<file path="src/rtl/alu_pkg.sv">
// alu_pkg: shared widths, ALU opcodes and arbiter FSM encoding
package alu_pkg;
  localparam int DATA_W  = 32;
  localparam int OP_W    = 5;
  localparam int SHAMT_W = 5;
  localparam logic [OP_W-1:0] OP_ADD = 5'b00000;
  localparam logic [OP_W-1:0] OP_SUB = 5'b00001;
  localparam logic [OP_W-1:0] OP_AND = 5'b00010;
  localparam logic [OP_W-1:0] OP_OR  = 5'b00011;
  localparam logic [OP_W-1:0] OP_SLL = 5'b00100;
  typedef enum logic [1:0] {IDLE, EXEC, RESP} state_t;
endpackage

</file>
<file path="src/rtl/alu_arbiter_rr_arb2.sv">
// rr_arb2: two-input round-robin grant, pointer moves to the loser on accept
module rr_arb2 (
  input  logic       clk,
  input  logic       rst,
  input  logic [1:0] valid,
  input  logic       accept,
  output logic [1:0] grant
);
  logic ptr;
  always_ff @(posedge clk)
    ptr <= rst ? 1'b0 : accept ? grant[0] : ptr;
  always_comb begin
    grant[0] = valid[0] & (~valid[1] | ~ptr);
    grant[1] = valid[1] & (~valid[0] | ptr);
  end
endmodule

</file>
<file path="src/rtl/alu_arbiter.sv">
// alu_arbiter: shares one ALU between two requesters; ALU_ARB_OVF_EN enables overflow reporting
module alu_arbiter
  import alu_pkg::*;
(
  input  logic               clk,
  input  logic               rst,
  input  logic               req0_valid,
  output logic               req0_ready,
  input  logic [OP_W-1:0]    req0_opcode,
  input  logic [DATA_W-1:0]  req0_a,
  input  logic [DATA_W-1:0]  req0_b,
  input  logic [SHAMT_W-1:0] req0_shamt,
  input  logic               req1_valid,
  output logic               req1_ready,
  input  logic [OP_W-1:0]    req1_opcode,
  input  logic [DATA_W-1:0]  req1_a,
  input  logic [DATA_W-1:0]  req1_b,
  input  logic [SHAMT_W-1:0] req1_shamt,
  output logic               rsp0_valid,
  input  logic               rsp0_ready,
  output logic [DATA_W-1:0]  rsp0_result,
  output logic               rsp0_ovf,
  output logic               rsp1_valid,
  input  logic               rsp1_ready,
  output logic [DATA_W-1:0]  rsp1_result,
  output logic               rsp1_ovf,
  output logic [OP_W-1:0]    alu_opcode,
  output logic [DATA_W-1:0]  alu_a,
  output logic [DATA_W-1:0]  alu_b,
  output logic [SHAMT_W-1:0] alu_shamt,
  input  logic [DATA_W-1:0]  alu_result,
  input  logic               alu_ovf
);
  state_t state, state_n;
  logic [1:0] grant;
  logic accept, owner, ovf_q;
  logic [DATA_W-1:0] result_q;
  rr_arb2 u_arb (.clk(clk), .rst(rst), .valid({req1_valid, req0_valid}), .accept(accept), .grant(grant));
  assign accept = (state == IDLE) & |grant;
  always_ff @(posedge clk)
    state <= rst ? IDLE : state_n;
  always_comb
    state_n = state == IDLE ? (accept ? EXEC : IDLE) :
              state == EXEC ? RESP :
              ((owner ? rsp1_ready : rsp0_ready) ? IDLE : RESP);
  always_comb begin
    req0_ready  = accept & grant[0];
    req1_ready  = accept & grant[1];
    rsp0_valid  = (state == RESP) & ~owner;
    rsp1_valid  = (state == RESP) & owner;
    rsp0_result = result_q;
    rsp1_result = result_q;
    rsp0_ovf    = ovf_q;
    rsp1_ovf    = ovf_q;
  end
  always_ff @(posedge clk)
    if (rst) begin
      alu_opcode <= '0;
      alu_a      <= '0;
      alu_b      <= '0;
      alu_shamt  <= '0;
      owner      <= 1'b0;
      result_q   <= '0;
    end else begin
      if (accept) begin
        alu_opcode <= grant[1] ? req1_opcode : req0_opcode;
        alu_a      <= grant[1] ? req1_a : req0_a;
        alu_b      <= grant[1] ? req1_b : req0_b;
        alu_shamt  <= grant[1] ? req1_shamt : req0_shamt;
        owner      <= grant[1];
      end
      if (state == EXEC) result_q <= alu_result;
    end
`ifdef ALU_ARB_OVF_EN
  always_ff @(posedge clk)
    if (rst) ovf_q <= 1'b0;
    else if (state == EXEC) ovf_q <= alu_ovf & (alu_opcode == OP_ADD || alu_opcode == OP_SUB);
`else
  logic unused_ovf;
  assign unused_ovf = alu_ovf;
  assign ovf_q = 1'b0;
`endif
endmodule
</file>
<file path="config.mk">
export PLATFORM = sky130hd
export DESIGN_NAME = alu_arbiter
export DESIGN_NICKNAME = d
export VERILOG_FILES = /design/src/rtl/alu_pkg.sv /design/src/rtl/alu_arbiter_rr_arb2.sv /design/src/rtl/alu_arbiter.sv
export SDC_FILE = /design/constraint.sdc
export NUM_CORES = 1
export LEC_CHECK = 0
export ABC_AREA = 1
export BUFFER_PORTS_ARGS = -buffer_cell sky130_fd_sc_hd__buf_2
export CAP_MARGIN = 20
export CORE_ASPECT_RATIO = 0.6
export CORE_MARGIN = 3
export CORE_UTILIZATION = 40
export CTS_CLUSTER_DIAMETER = 60
export CTS_CLUSTER_SIZE = 14
export DETAILED_ROUTE_END_ITERATION = 7
export PLACE_DENSITY_LB_ADDON = 0.3
export SYNTH_ARGS = -nofsm -noshare
export SYNTH_HDL_FRONTEND = slang
export SYNTH_HIERARCHICAL = 1
export SYNTH_SLANG_ARGS = --single-unit
</file>
<file path="constraint.sdc">
create_clock -name clk -period 1.6 [get_ports clk]
set_input_delay 0.32 -clock clk [delete_from_list [all_inputs] [get_ports clk]]
set_output_delay 0.32 -clock clk [all_outputs]
set_load 0.01 [all_outputs]
</file>
# Word-level counts from Yosys, hierarchy flattened
# Index checks and enable logic that the tools add are counted.
# totals
word_cells,34
register_bits,110
inputBits,187
# op_classes
reduce_logical,2
n_bitwise,13
n_eq_ne,2
mux,9
# ops
cell,count
32-bit 2-to-1 mux,2
5-bit 2-to-1 mux,2
1-bit AND,7
2-bit 2-to-1 mux,3
1-bit NOT,4
2-bit by 1-bit equality test with 1-bit output (second input constant),1
2-bit equality test (second input constant),1
2-bit logical NOT,1
1-bit 2-to-1 mux,2
1-bit OR,2
2-bit OR reduction,1

# Logic depth before layout (Yosys ltp)
# Gate-level depths: netlist (run 1).
# logic_depth
word_depth,7
mapped_depth,13
ltp_nobuf,11

# Hierarchy
# The synthesis (run 1) kept the hierarchy.
# by_module_without_submodules
mod,seq_area_each_um2,cells_per_inst,instances,area_per_inst_um2
alu_arbiter,2182.1,907,1,5418.9
rr_arb2,20.0,11,1,61.3

# Least setup slack after synthesis (run 1)
# No wires, ideal clock.
# synth_path
path_kind,flip-flop to flip-flop
from,register u_arb.ptr
to,register u_arb.ptr
t_arrival_ps,1457
setup_slack_ps,88
path_buffers,2
path_stages_with_launch,13
path_cell_list,dfxtp_1 > inv_1 > a21boi_0 > inv_2 > nand2_1 > nand2_2 > buf_4 > buf_2 > inv_1 > nor2_1 > nor2_1 > nand2_1 > inv_1
# synth_between
word_cells_on_any_way,7
classes_between,bitwise (6); reduce/logical (1)
# synth_lines
element,line,source
start: declaration,alu_arbiter_rr_arb2.sv:9,logic ptr;
start signal: assignment,alu_arbiter_rr_arb2.sv:11,ptr <= rst ? 1'b0 : accept ? grant[0] : ptr;
1-bit OR,alu_arbiter_rr_arb2.sv:14,grant[1] = valid[1] & (~valid[0] | ptr);
1-bit AND,alu_arbiter_rr_arb2.sv:14,
net grant[1],alu_arbiter.sv:35,logic [1:0] grant;
2-bit OR reduction,alu_arbiter.sv:39,assign accept = (state == IDLE) & |grant;
1-bit AND,alu_arbiter.sv:39,
net accept,alu_arbiter.sv:36,"logic accept, owner, ovf_q;"
# The timed path passes the listed nets, and every way through them passes these cells.
# A chain may end at the register's enable or synchronous reset.

# Worst setup path after layout (run 1)
# layout_path
from,register u_arb.ptr
to,output req1_ready
# layout_between
word_cells_on_any_way,8
classes_between,bitwise (7); reduce/logical (1)
# layout_lines
element,line,source
1-bit OR *,alu_arbiter_rr_arb2.sv:14,
1-bit AND *,alu_arbiter_rr_arb2.sv:14,
net grant[1],alu_arbiter.sv:35,
2-bit OR reduction,alu_arbiter.sv:39,
1-bit AND,alu_arbiter.sv:39,
1-bit AND *,alu_arbiter.sv:48,req1_ready = accept & grant[1];
end: declaration,alu_arbiter.sv:14,"output logic req1_ready,"
# Mark *: on every way through the listed nets, which the timed path passes. The rest lies on a longest branch.

==> metrics.md, run 1 <==
| Metric | Value |
|---|---|
| Final hold vios | `0` |
| HPWL Detailed | `11.7 mm` |
| CTS H-tree lvls | `3` |
| Critical Path Sink Type | `output port` |
| GP Congestion | `0.776` |
| Seq/Total Area, Yosys | `0.402` |
| Port Buf Inserts | `327` |
| Fill cells | `1373` |
| ANT nets after route | `0` |
| Initial Util | `0.417` |
| Slowest cell on the critical path | `dfxtp_2` |
| YS warnings | `6` |
| PD cells | `1080 mW/mm²` |
| Critical path type | `flop to output port` |
| Fin crit period | `1.49 ns` |
| PnR worst setup slack | `0.111 ns` |
| ANT cells | `0` |
| Slew Limit Fails | `0` |
| Required @ worst endpoint | `1.28 ns` |
| Pleak | `4.47 nW` |
| Area of the mapped netlist | `0.00548 mm²` |
| Vias in the first global route | `4988` |
| Area Growth Syn to Fin | `33.9%` |
| Worst min path class | `input pin to flop` |
| CTS tree | `done` |
| Worst path max stage delay | `0.34 ns` |
| Remaining DRCs | `0` |
| Later-pin clock latency in the skew report | `0.34 ns` |
| Total track usage | `0.194` |
| Reg clk slew, reported paths | `0.08 ns` |
| Number of CTS-inserted buffers | `9` |
| Outcome | `complete, no violations` |
| Worst-path fanout max | `3` |
| Worst hold slack | `0.209 ns` |
| Die area | `0.0152 mm²` |
| Via count | `5762` |
| Multi-input gate area | `0.00248 mm²` |
| Chip height | `96.7 µm` |
| Final number of setup-violating endpoints | `0` |
| CTS sink count | `110` |
| Cell breakdown of the critical path | `inv_1, a21boi_4, nand2_2, inv_2, buf_6` |
| Setup TNS | `0 ns` |
| Global route overflow | `0` |
| Syn avg cell area | `5.97 µm²` |
| # IOs | `331` |
| Power Total | `0.00792 W` |
| Largest net degree at the start of global routing | `69` |
| Final worst-path cycle share | `0.931` |
| Layout Skew | `0.00908 ns` |
| Die W | `157 µm` |
| Synth cell types | `18` |
| DRT iter0 DRCs | `310` |
| Area leader, netlist | `dfxtp_1` |
| 1st-pass router iterations | `5` |
| Hold_buf cts | `0` |
| Initial antenna violation count | `0` |
| Pre-CTS WS | `0.173 ns` |
| Clock buffer depth | `2` |
| WL final | `15.6 mm` |
| Routed WL per cell | `11.4 µm` |
| Rows | `32` |
| Vias per inst | `4.23` |
| # nets final | `1375` |
| Fmax | `0.671 GHz` |
| Post-Syn Instances | `918` |
| CP startpoint kind | `flop` |
| Global-route wire length before repair | `24.4 mm` |
| Root buf cell | `clkbuf_16` |
| Synth top area cells | `dfxtp_1 (40%), nand2_1 (26%), nor2_1 (15%), inv_1 (5.8%), buf_4 (4.8%)` |
| Synth Register Bits | `110` |
| Share of layout cells above drive strength 1 | `0.306` |
| Max Cap Viol | `0` |
| RSZ-0062 raised after global routing | `false` |
| Worst VDD drop | `0.000548 V` |
| Core area | `0.0131 mm²` |
| Crit path DAT | `1.17 ns` |
| Top cell type's share of synthesized area | `0.402` |
| Register area | `0.00220 mm²` |
## cell usage in the layout (no fill, tap or decap)
| master | n |
|---|---|
| conb_1 | 2 |
| o21ai_0 | 32 |
| dfxtp_2 | 1 |
| clkinv_4 | 2 |
| o21a_1 | 1 |
| inv_6 | 1 |
| buf_4 | 9 |
| inv_2 | 3 |
| nand2_2 | 1 |
| nor2_4 | 1 |
| a21oi_1 | 1 |
| clkinv_8 | 3 |
| nor2_1 | 217 |
| buf_2 | 326 |
| clkbuf_16 | 9 |
| clkinvlp_4 | 1 |
| a21boi_4 | 1 |
| nand2_4 | 1 |
| inv_1 | 84 |
| buf_6 | 1 |
| nor3_1 | 2 |
| nand2_1 | 380 |
| dfxtp_1 | 109 |
| buf_12 | 5 |
## layout make-up
cell class,count,share of cell area
multi-input cells,639,0.338
flip-flops and latches,110,0.300
repair buffers,341,0.247
inverters,87,0.0445
clock buffers,9,0.0307
well taps,170,0.0290
clock inverters,7,0.0113
## cells in the mapped netlist
library cell	instances
dfxtp_1	110
a21oi_1	1
nor2_1	217
nor3_1	2
o21a_1	1
nand2_1	381
clkinv_1	1
o21ai_0	32
nor2_2	1
inv_2	1
inv_1	85
buf_2	28
nand2_2	1
buf_4	35
a21boi_0	1
conb_1	1
buf_6	3
clkbuf_1	17
## logic make-up after synthesis
family / after synthesis / share of synthesized area
and+or+nand+nor: 602 / 0.414
DFF: 110 / 0.402
AOI/OAI and AO/OA: 35 / 0.0329
buffers and inverters: 170 / 0.151
other: 1 / 0.000684
## metrics by stage
| stage | area [µm²] | utilization | std cells |
|---|---|---|---|
| floorplan | 5480 | - | 919 |
| global placement | 7020 | 0.534 | 1347 |
| detailed placement | 7020 | 0.534 | 1347 |
| CTS | 7340 | 0.559 | 1364 |
| global route | 7340 | 0.559 | 1363 |
| finish | 7340 | 0.559 | 1363 |
## flip-flops by register name, summed over array words and instances, names as in the netlist
signal,count
alu_b,32
alu_a,32
u_arb/ptr,1
owner,1
alu_shamt,5
rsp0_result,32
alu_opcode,5
state,2
## final timing paths
check,slack [ns],startpoint,to,cells after the start
max,0.11,u_arb/ptr,req1_ready,5
min,0.21,rst,owner,2
max reg2reg,0.23,u_arb/ptr,alu_a[24],8
min reg2reg,0.49,owner,owner,2
## where the power goes
part	internal (W)	switching (W)	leakage [nW]	total, W
combinational	0.000971	0.00143	3.42	0.00240
clock	0.00111	0.00109	0.144	0.00220
sequential	0.00312	0.000195	0.911	0.00331
## layer usage
| layer | GRT usage | up-vias | wire length [µm] |
|---|---|---|---|
| met1 | 0.238 | 2408 | 6680 |
| met2 | 0.330 | 168 | 7330 |
| li1 | - | 3175 | - |
| met4 | 0.0267 | 0 | 104 |
| met3 | 0.0760 | 11 | 1460 |
| met5 | 0 | - | 0 |
## worst max-delay path, delay by kind of cell (launching register included)
kind | cells | cell delay, ns
and+or+nand+nor | 1 | 0.08
buffers and inverters | 3 | 0.22
DFF | 1 | 0.34
AOI/OAI and AO/OA | 1 | 0.19
## repair_timing
item | CTS | global route
setup endpoints to repair | 2 | 1
gates resized for setup | 3 | 3
gates cloned | 0 | 0
buffers inserted | 1 | 0
pin swaps | 0 | 2
Note: power is estimated with default switching activity, not from simulation.
==> run 2, diff against run 1 <==
--- a/config.mk
+++ b/config.mk
@@ -14,7 +14,8 @@
 export CTS_CLUSTER_DIAMETER = 60
 export CTS_CLUSTER_SIZE = 14
 export DETAILED_ROUTE_END_ITERATION = 7
-export PLACE_DENSITY_LB_ADDON = 0.3
+export PLACE_DENSITY = 0.78
+export SKIP_LAST_GASP = 1
 export SYNTH_ARGS = -nofsm -noshare
 export SYNTH_HDL_FRONTEND = slang
 export SYNTH_HIERARCHICAL = 1
==> metrics.md, run 2 (synthesis gave the netlist of run 1 again) <==
| Metric | Value |
|---|---|
| Rows | `32 (unchanged)` |
| Die area | `0.0152 mm² (unchanged)` |
| CP startpoint kind | `flop` |
| Total track usage | `0.190 (-0.00371)` |
| Power Total | `0.00807 W (+2.0%)` |
| Die W | `157 µm (unchanged)` |
| Routed WL per cell | `11.4 µm (-0.68%)` |
| Worst VDD drop | `0.000680 V (+24%)` |
| Via count | `5842 (+1.4%)` |
| Fin crit period | `1.52 ns (+0.0300 ns)` |
| Reg2reg end | `alu_b[9]` |
| Core area | `0.0131 mm² (unchanged)` |
| Worst min path class | `input pin to flop` |
| Grt met2 use | `0.328 (-0.00231)` |
| Fill cells | `1322 (-3.7%)` |
| Most frequent cells in the layout | `nand2_1 (380), buf_2 (326), nor2_1 (217)` |
| Vias per inst | `4.28 (+1.2%)` |
| Pre-CTS WS | `0.153 ns (-0.0197 ns)` |
| Fmax | `0.658 GHz (-2.0%)` |
| Later-pin clock latency in the skew report | `0.34 ns (about the same)` |
| GRT met3 Usage | `0.0639 (-0.0121)` |
| Share of layout cells above drive strength 1 | `0.308 (+0.00200)` |
| Worst-path fanout max | `3 (unchanged)` |
| PnR worst setup slack | `0.0806 ns (-0.0300 ns)` |
| Layout Skew | `0.0105 ns (+0.00139 ns)` |
| Initial antenna violation count | `0 (unchanged)` |
| Initial Util | `0.417 (unchanged)` |
| WL final | `15.5 mm (-0.54%)` |
| Worst R2R Start | `u_arb/ptr` |
| Global-route wire length before repair | `24.2 mm (-0.90%)` |
| Pleak | `4.50 nW (+0.70%)` |
| WHS Path Cells | `3 (+1)` |
| PD cells | `1090 mW/mm² (+1.3%)` |
| DRT iter0 DRCs | `314 (+1.3%)` |
| CTS tree | `done` |
| Critical Path Sink Type | `output port` |
| ANT cells | `0 (unchanged)` |
| Area Growth Syn to Fin | `34.8%` |
| Required @ worst endpoint | `1.28 ns (about the same)` |
| # IOs | `331 (unchanged)` |
| Max Cap Viol | `0 (unchanged)` |
| Vias in the first global route | `5217 (+4.6%)` |
| M1 GR Usage | `0.235 (-0.00265)` |
| Worst path max stage delay | `0.35 ns (about the same)` |
| Critical path type | `flop to output port` |
| Design area | `0.00739 mm² (+0.66%)` |
| Outcome | `complete, no violations` |
| Cell breakdown of the critical path | `inv_2, a21boi_4, buf_6, nand2_2, inv_2, buf_6` |
| HPWL Detailed | `11.5 mm (-1.5%)` |
| Final Util | `0.563 (+0.00371)` |
| Largest net degree at the start of global routing | `75 (+8.7%)` |
| Remaining DRCs | `0 (unchanged)` |
| CTS sink count | `110 (unchanged)` |
| CTS H-tree lvls | `3 (unchanged)` |
| 1st-pass router iterations | `6 (+1)` |
| Final number of setup-violating endpoints | `0 (unchanged)` |
| Port Buf Inserts | `327 (unchanged)` |
| Final hold vios | `0 (unchanged)` |
| R2R Setup Slk | `0.16 ns (-0.07 ns)` |
| Root buf cell | `clkbuf_16` |
| Chip height | `96.7 µm (unchanged)` |
| Hold Path Origin | `alu_result[7]` |
| ANT nets after route | `0 (unchanged)` |
| Hold EP | `rsp0_result[7]` |
| Global route overflow | `0 (unchanged)` |
| Final worst-path cycle share | `0.950 (+0.0187)` |
| Hold_buf cts | `0 (unchanged)` |
| Most common cell after layout, fill and taps aside | `nand2_1` |
| Clock buffer depth | `2 (unchanged)` |
| FF-to-FF path depth | `10 (+2)` |
| Crit path DAT | `1.20 ns (+0.03 ns)` |
| Slew Limit Fails | `0 (unchanged)` |
| # nets final | `1377 (+0.15%)` |
| Reg clk slew, reported paths | `0.08 ns (about the same)` |
| GP Congestion | `0.774 (-0.26%)` |
| Most used routing layer in global routing | `met2` |
| Slowest cell on the critical path | `dfxtp_2` |
| Post-Place Cell Area | `0.00703 mm² (+0.25%)` |
| Number of CTS-inserted buffers | `9 (unchanged)` |
==> run 2: cell count changes in the layout (fill, tap and decap cells not counted), sizes merged <==
| cell | previous run | this run |
|---|---|---|
| clkinvlp | 1 | 0 |
| buf | 341 | 343 |
| bufinv | 0 | 1 |
| clkinv | 5 | 3 |
| inv | 88 | 90 |
==> run 2: through the flow <==
step	setup TNS, ns	cells	hold WS (ns)
2_1_floorplan	0	919	0.389
3_3_place_gp	0	1346	0.480
3_5_place_dp	0	1346	0.481
4_1_cts	0	1364	0.208
5_1_grt	-0.00283	1365	0.215
6_report	0	1365	0.214
==> run 2: repair_timing <==
item	4_1_cts	5_1_grt
pin swaps	1	1
resized for setup	4	3
gates cloned	0	0
buffers inserted	2	1
endpoints found under the setup margin	1	2
==> run 2: critical path, delay by kind of cell (launching register included) <==
family,cells,cell delay [ns]
simple gates,1,0.05
flops,1,0.35
buf+inv,4,0.31
compound gates,1,0.15
==> run 2: layer usage <==
metal | vias to the layer above | part of all wire
li1 | 3177 | -
met1 | 2496 | 0.43
met2 | 163 | 0.48
met3 | 6 | 0.086
met4 | 0 | 0.0045
met5 | - | 0
==> run 2: worst max-delay path by stage <==
stage | startpoint | to | slack [ns] | cells after the start
2_1_floorplan | u_arb/ptr | u_arb/ptr | 0.09 | 12
3_3_place_gp | req1_valid | alu_b[22] | 0.18 | 9
3_5_place_dp | req1_valid | alu_b[18] | 0.15 | 9
4_1_cts | state[0] | req0_ready | 0.006 | 4
5_1_grt | u_arb/ptr | req1_ready | -0.003 | 6
6_report | u_arb/ptr | req1_ready | 0.08 | 6
==> run 2: report_power, final <==
part           internal [W]  switching (W)  total, W
Clock               0.00125        0.00108   0.00233
Combinational      0.000991        0.00143   0.00242
Sequential          0.00312       0.000209   0.00333
==> run 2: final cells by class <==
cell class / count / area (µm²) / area share
Clock buffer: 9 / 225 / 0.0305
Tap cell: 170 / 213 / 0.0288
Sequential cell: 110 / 2200 / 0.298
Clock inverter: 7 / 87.6 / 0.0119
Timing Repair Buffer: 343 / 1850 / 0.251
Multi-Input combinational cell: 639 / 2480 / 0.335
Inverter: 87 / 327 / 0.0442
==> run 3, diff against run 2 <==
--- a/config.mk
+++ b/config.mk
@@ -10,7 +10,7 @@
 export CAP_MARGIN = 20
 export CORE_ASPECT_RATIO = 0.6
 export CORE_MARGIN = 3
-export CORE_UTILIZATION = 40
+export CORE_UTILIZATION = 41
 export CTS_CLUSTER_DIAMETER = 60
 export CTS_CLUSTER_SIZE = 14
 export DETAILED_ROUTE_END_ITERATION = 7
@@ -18,5 +18,4 @@
 export SKIP_LAST_GASP = 1
 export SYNTH_ARGS = -nofsm -noshare
 export SYNTH_HDL_FRONTEND = slang
-export SYNTH_HIERARCHICAL = 1
 export SYNTH_SLANG_ARGS = --single-unit
==> metrics.md, run 3 <==
| Metric | Value |
|---|---|
| Pleak | `4.70 nW (+4.4%)` |
| Main flop type after synthesis | `dfxtp_1` |
| Area leader, netlist | `dfxtp_1` |
| # IOs | `331 (unchanged)` |
| Share of layout cells above drive strength 1 | `0.291 (-0.0169)` |
| Reg2reg end | `alu_a[21]` |
| Final worst-path cycle share | `0.959 (+0.00951)` |
| Most frequent cells in the layout | `buf_2 (326), nand2_1 (226), nor2_1 (216)` |
| Number of enable flip-flop cells after synthesis | `0 (unchanged)` |
| Vias in the first global route | `5612 (+7.6%)` |
| Core area | `0.0140 mm² (+6.6%)` |
| Area of the mapped netlist | `0.00600 mm² (+9.6%)` |
| Number of CTS-inserted buffers | `9 (unchanged)` |
| # nets final | `1443 (+4.8%)` |
| Design area | `0.00790 mm² (+6.9%)` |
| Top cell type's share of synthesized area | `0.367 (-0.0351)` |
| Setup TNS | `0 ns (unchanged)` |
| Pre-CTS WS | `0.0997 ns (-0.0536 ns)` |
| Post-Syn Instances | `1002 (+9.2%)` |
| Reg clk slew, reported paths | `0.08 ns (about the same)` |
| CTS sink count | `110 (unchanged)` |
| Port Buf Inserts | `327 (unchanged)` |
| Slowest cell on the critical path | `dfxtp_1` |
| Final hold vios | `0 (unchanged)` |
| CTS tree | `done` |
| Cell Count Post-Placement | `1436 (+6.7%)` |
| Fin crit period | `1.53 ns (+0.0152 ns)` |
| Max Cap Viol | `0 (unchanged)` |
| Vias per inst | `4.42 (+3.4%)` |
| Global route overflow | `0 (unchanged)` |
| ANT nets after route | `0 (unchanged)` |
| Synth cell types | `18 (unchanged)` |
| CTS H-tree lvls | `3 (unchanged)` |
| Remaining DRCs | `0 (unchanged)` |
| Worst path max stage delay | `0.34 ns (about the same)` |
| PnR worst setup slack | `0.0654 ns (-0.0152 ns)` |
| Post-synth ARST share | `0 (unchanged)` |
| Total track usage | `0.209 (+0.0189)` |
| ANT cells | `0 (unchanged)` |
| Post-Place Cell Area | `0.00754 mm² (+7.2%)` |
| Root buf cell | `clkbuf_16` |
| Crit path DAT | `1.21 ns (about the same)` |
| Final number of setup-violating endpoints | `0 (unchanged)` |
| Synth Register Bits | `110 (unchanged)` |
| Fmax | `0.652 GHz (-0.99%)` |
| Most common cell in the netlist | `nand2_1` |
| Top cells by count, synth | `nand2_1 (228), nor2_1 (217), inv_1 (155)` |
| YS warnings | `0 (-6)` |
| Outcome | `complete, no violations` |
| Worst min path class | `input pin to flop` |
| WHS Path Cells | `3 (unchanged)` |
| 1st-pass router iterations | `5 (-1)` |
| Chip height | `99.7 µm (+3.2%)` |
| GP Congestion | `0.833 (+7.7%)` |
| Worst-path fanout max | `4 (+1)` |
| Hold_buf cts | `0 (unchanged)` |
| Seq/Total Area, Yosys | `0.367 (-0.0351)` |
| Hold Path Origin | `alu_result[28]` |
| HPWL Detailed | `12.9 mm (+12%)` |
| Power Total | `0.00811 W (+0.44%)` |
| Worst VDD drop | `0.000526 V (-23%)` |
| R2R Setup Slk | `0.20 ns (+0.04 ns)` |
| Global-route wire length before repair | `27.9 mm (+16%)` |
| WL final | `17.8 mm (+15%)` |
| Syn avg cell area | `5.99 µm² (+0.38%)` |
| Largest net degree at the start of global routing | `65 (-13%)` |
| CP startpoint kind | `flop` |
| Cell breakdown of the critical path | `nor2_2, nand3_1, inv_1, buf_2` |
| PD cells | `1030 mW/mm² (-6.1%)` |
| Initial Util | `0.429 (+0.0117)` |
| Area Growth Syn to Fin | `31.6%` |
| FF-to-FF path depth | `8 (-2)` |
| DRT iter0 DRCs | `443 (+41%)` |
| Routed WL per cell | `12.2 µm (+7.6%)` |
| Critical path type | `flop to output port` |
| Worst R2R Start | `state[1]` |
| Slew Limit Fails | `0 (unchanged)` |
| Synth top area cells | `dfxtp_1 (37%), nand2_1 (14%), nor2_1 (14%), inv_1 (9.7%), a21oi_1 (6.5%)` |
| Die W | `162 µm (+3.3%)` |
| Required @ worst endpoint | `1.28 ns (about the same)` |
| Most common cell after layout, fill and taps aside | `buf_2` |
| Later-pin clock latency in the skew report | `0.34 ns (about the same)` |
| Initial antenna violation count | `0 (unchanged)` |
| Via count | `6428 (+10%)` |
| Clock buffer depth | `2 (unchanged)` |
| Delay-heaviest family, CP | `flip-flops` |
| Die area | `0.0162 mm² (+6.5%)` |
| RSZ-0062 raised after global routing | `true` |
| WP buf/inv | `2 (-2)` |
| Critical Path Sink Type | `output port` |
| Hold EP | `rsp0_result[28]` |
| Layout Skew | `0.00748 ns (-0.00298 ns)` |
| Finished Layout Cells | `1453 (+6.4%)` |
| Crit path launch | `state[1]` |
| Rows | `33 (+3.1%)` |
run 3: cell count changes after synthesis, moves of 8 or more:
cell	previous run	this run
inv_1	85	155
nand3_1	0	75
clkbuf_1	17	25
buf_4	35	47
nand2_1	381	228
a21oi_1	1	78
run 3: how the worst max path moves through the flow:
stage	end	cells past startpoint
2_1_floorplan	req0_ready	7
3_3_place_gp	alu_a[31]	7
3_5_place_dp	alu_a[21]	7
4_1_cts	req1_ready	4
5_1_grt	req1_ready	4
6_report	req1_ready	4
run 3: cell families after synthesis:
logic type	synth area share
and+or+nand+nor	0.345
buffers and inverters	0.195
AOI/OAI and AO/OA	0.0931
DFF	0.367
other	0.000625
run 3: worst reg2reg max path, stage by stage (launching register included):
cell	delay, ns
dfxtp_1	0.34
inv_1	0.09
nand2_2	0.08
nor2_4	0.12
buf_4	0.13
buf_6	0.27
nand2_1	0.11
nor2_1	0.11
nor2_1	0.05
run 3: timing repair:
action | CTS | global route
setup buffers | 1 | 0
pin swaps | 1 | 0
setup endpoints to repair | 2 | 18
resized for setup | 2 | 3
run 3: power breakdown:
part           leakage, nW  internal, W  total [W]  switching, W
clock network        0.166      0.00142    0.00252       0.00110
logic                 3.62     0.000954    0.00234       0.00138
registers            0.912      0.00307    0.00325      0.000180
run 3: routing by layer:
metal	global-route usage	wire length, µm	up-vias	share of wire
met5	0	0	-	0
met4	0.0367	214	0	0.012
met3	0.0662	1500	21	0.084
met2	0.349	8090	206	0.46
met1	0.271	7950	2741	0.45
li1	-	-	3460	-
run 3: final cells by class:
| cell class | count | area, µm² |
|---|---|---|
| inverter | 156 | 586 |
| timing repair buffer | 342 | 1870 |
| multi-input combinational | 637 | 2660 |
| fill | 1413 | 6100 |
| clock inverter | 7 | 116 |
| sequential | 110 | 2200 |
| tap | 192 | 240 |
| clock buffer | 9 | 225 |
run 3: per-stage QoR:
step,hold slack (ns),utilization
after floorplan,0.389,-
after global placement,0.450,0.539
after detailed placement,0.459,0.539
after CTS,0.177,0.564
after global routing,0.188,0.564
final,0.191,0.564
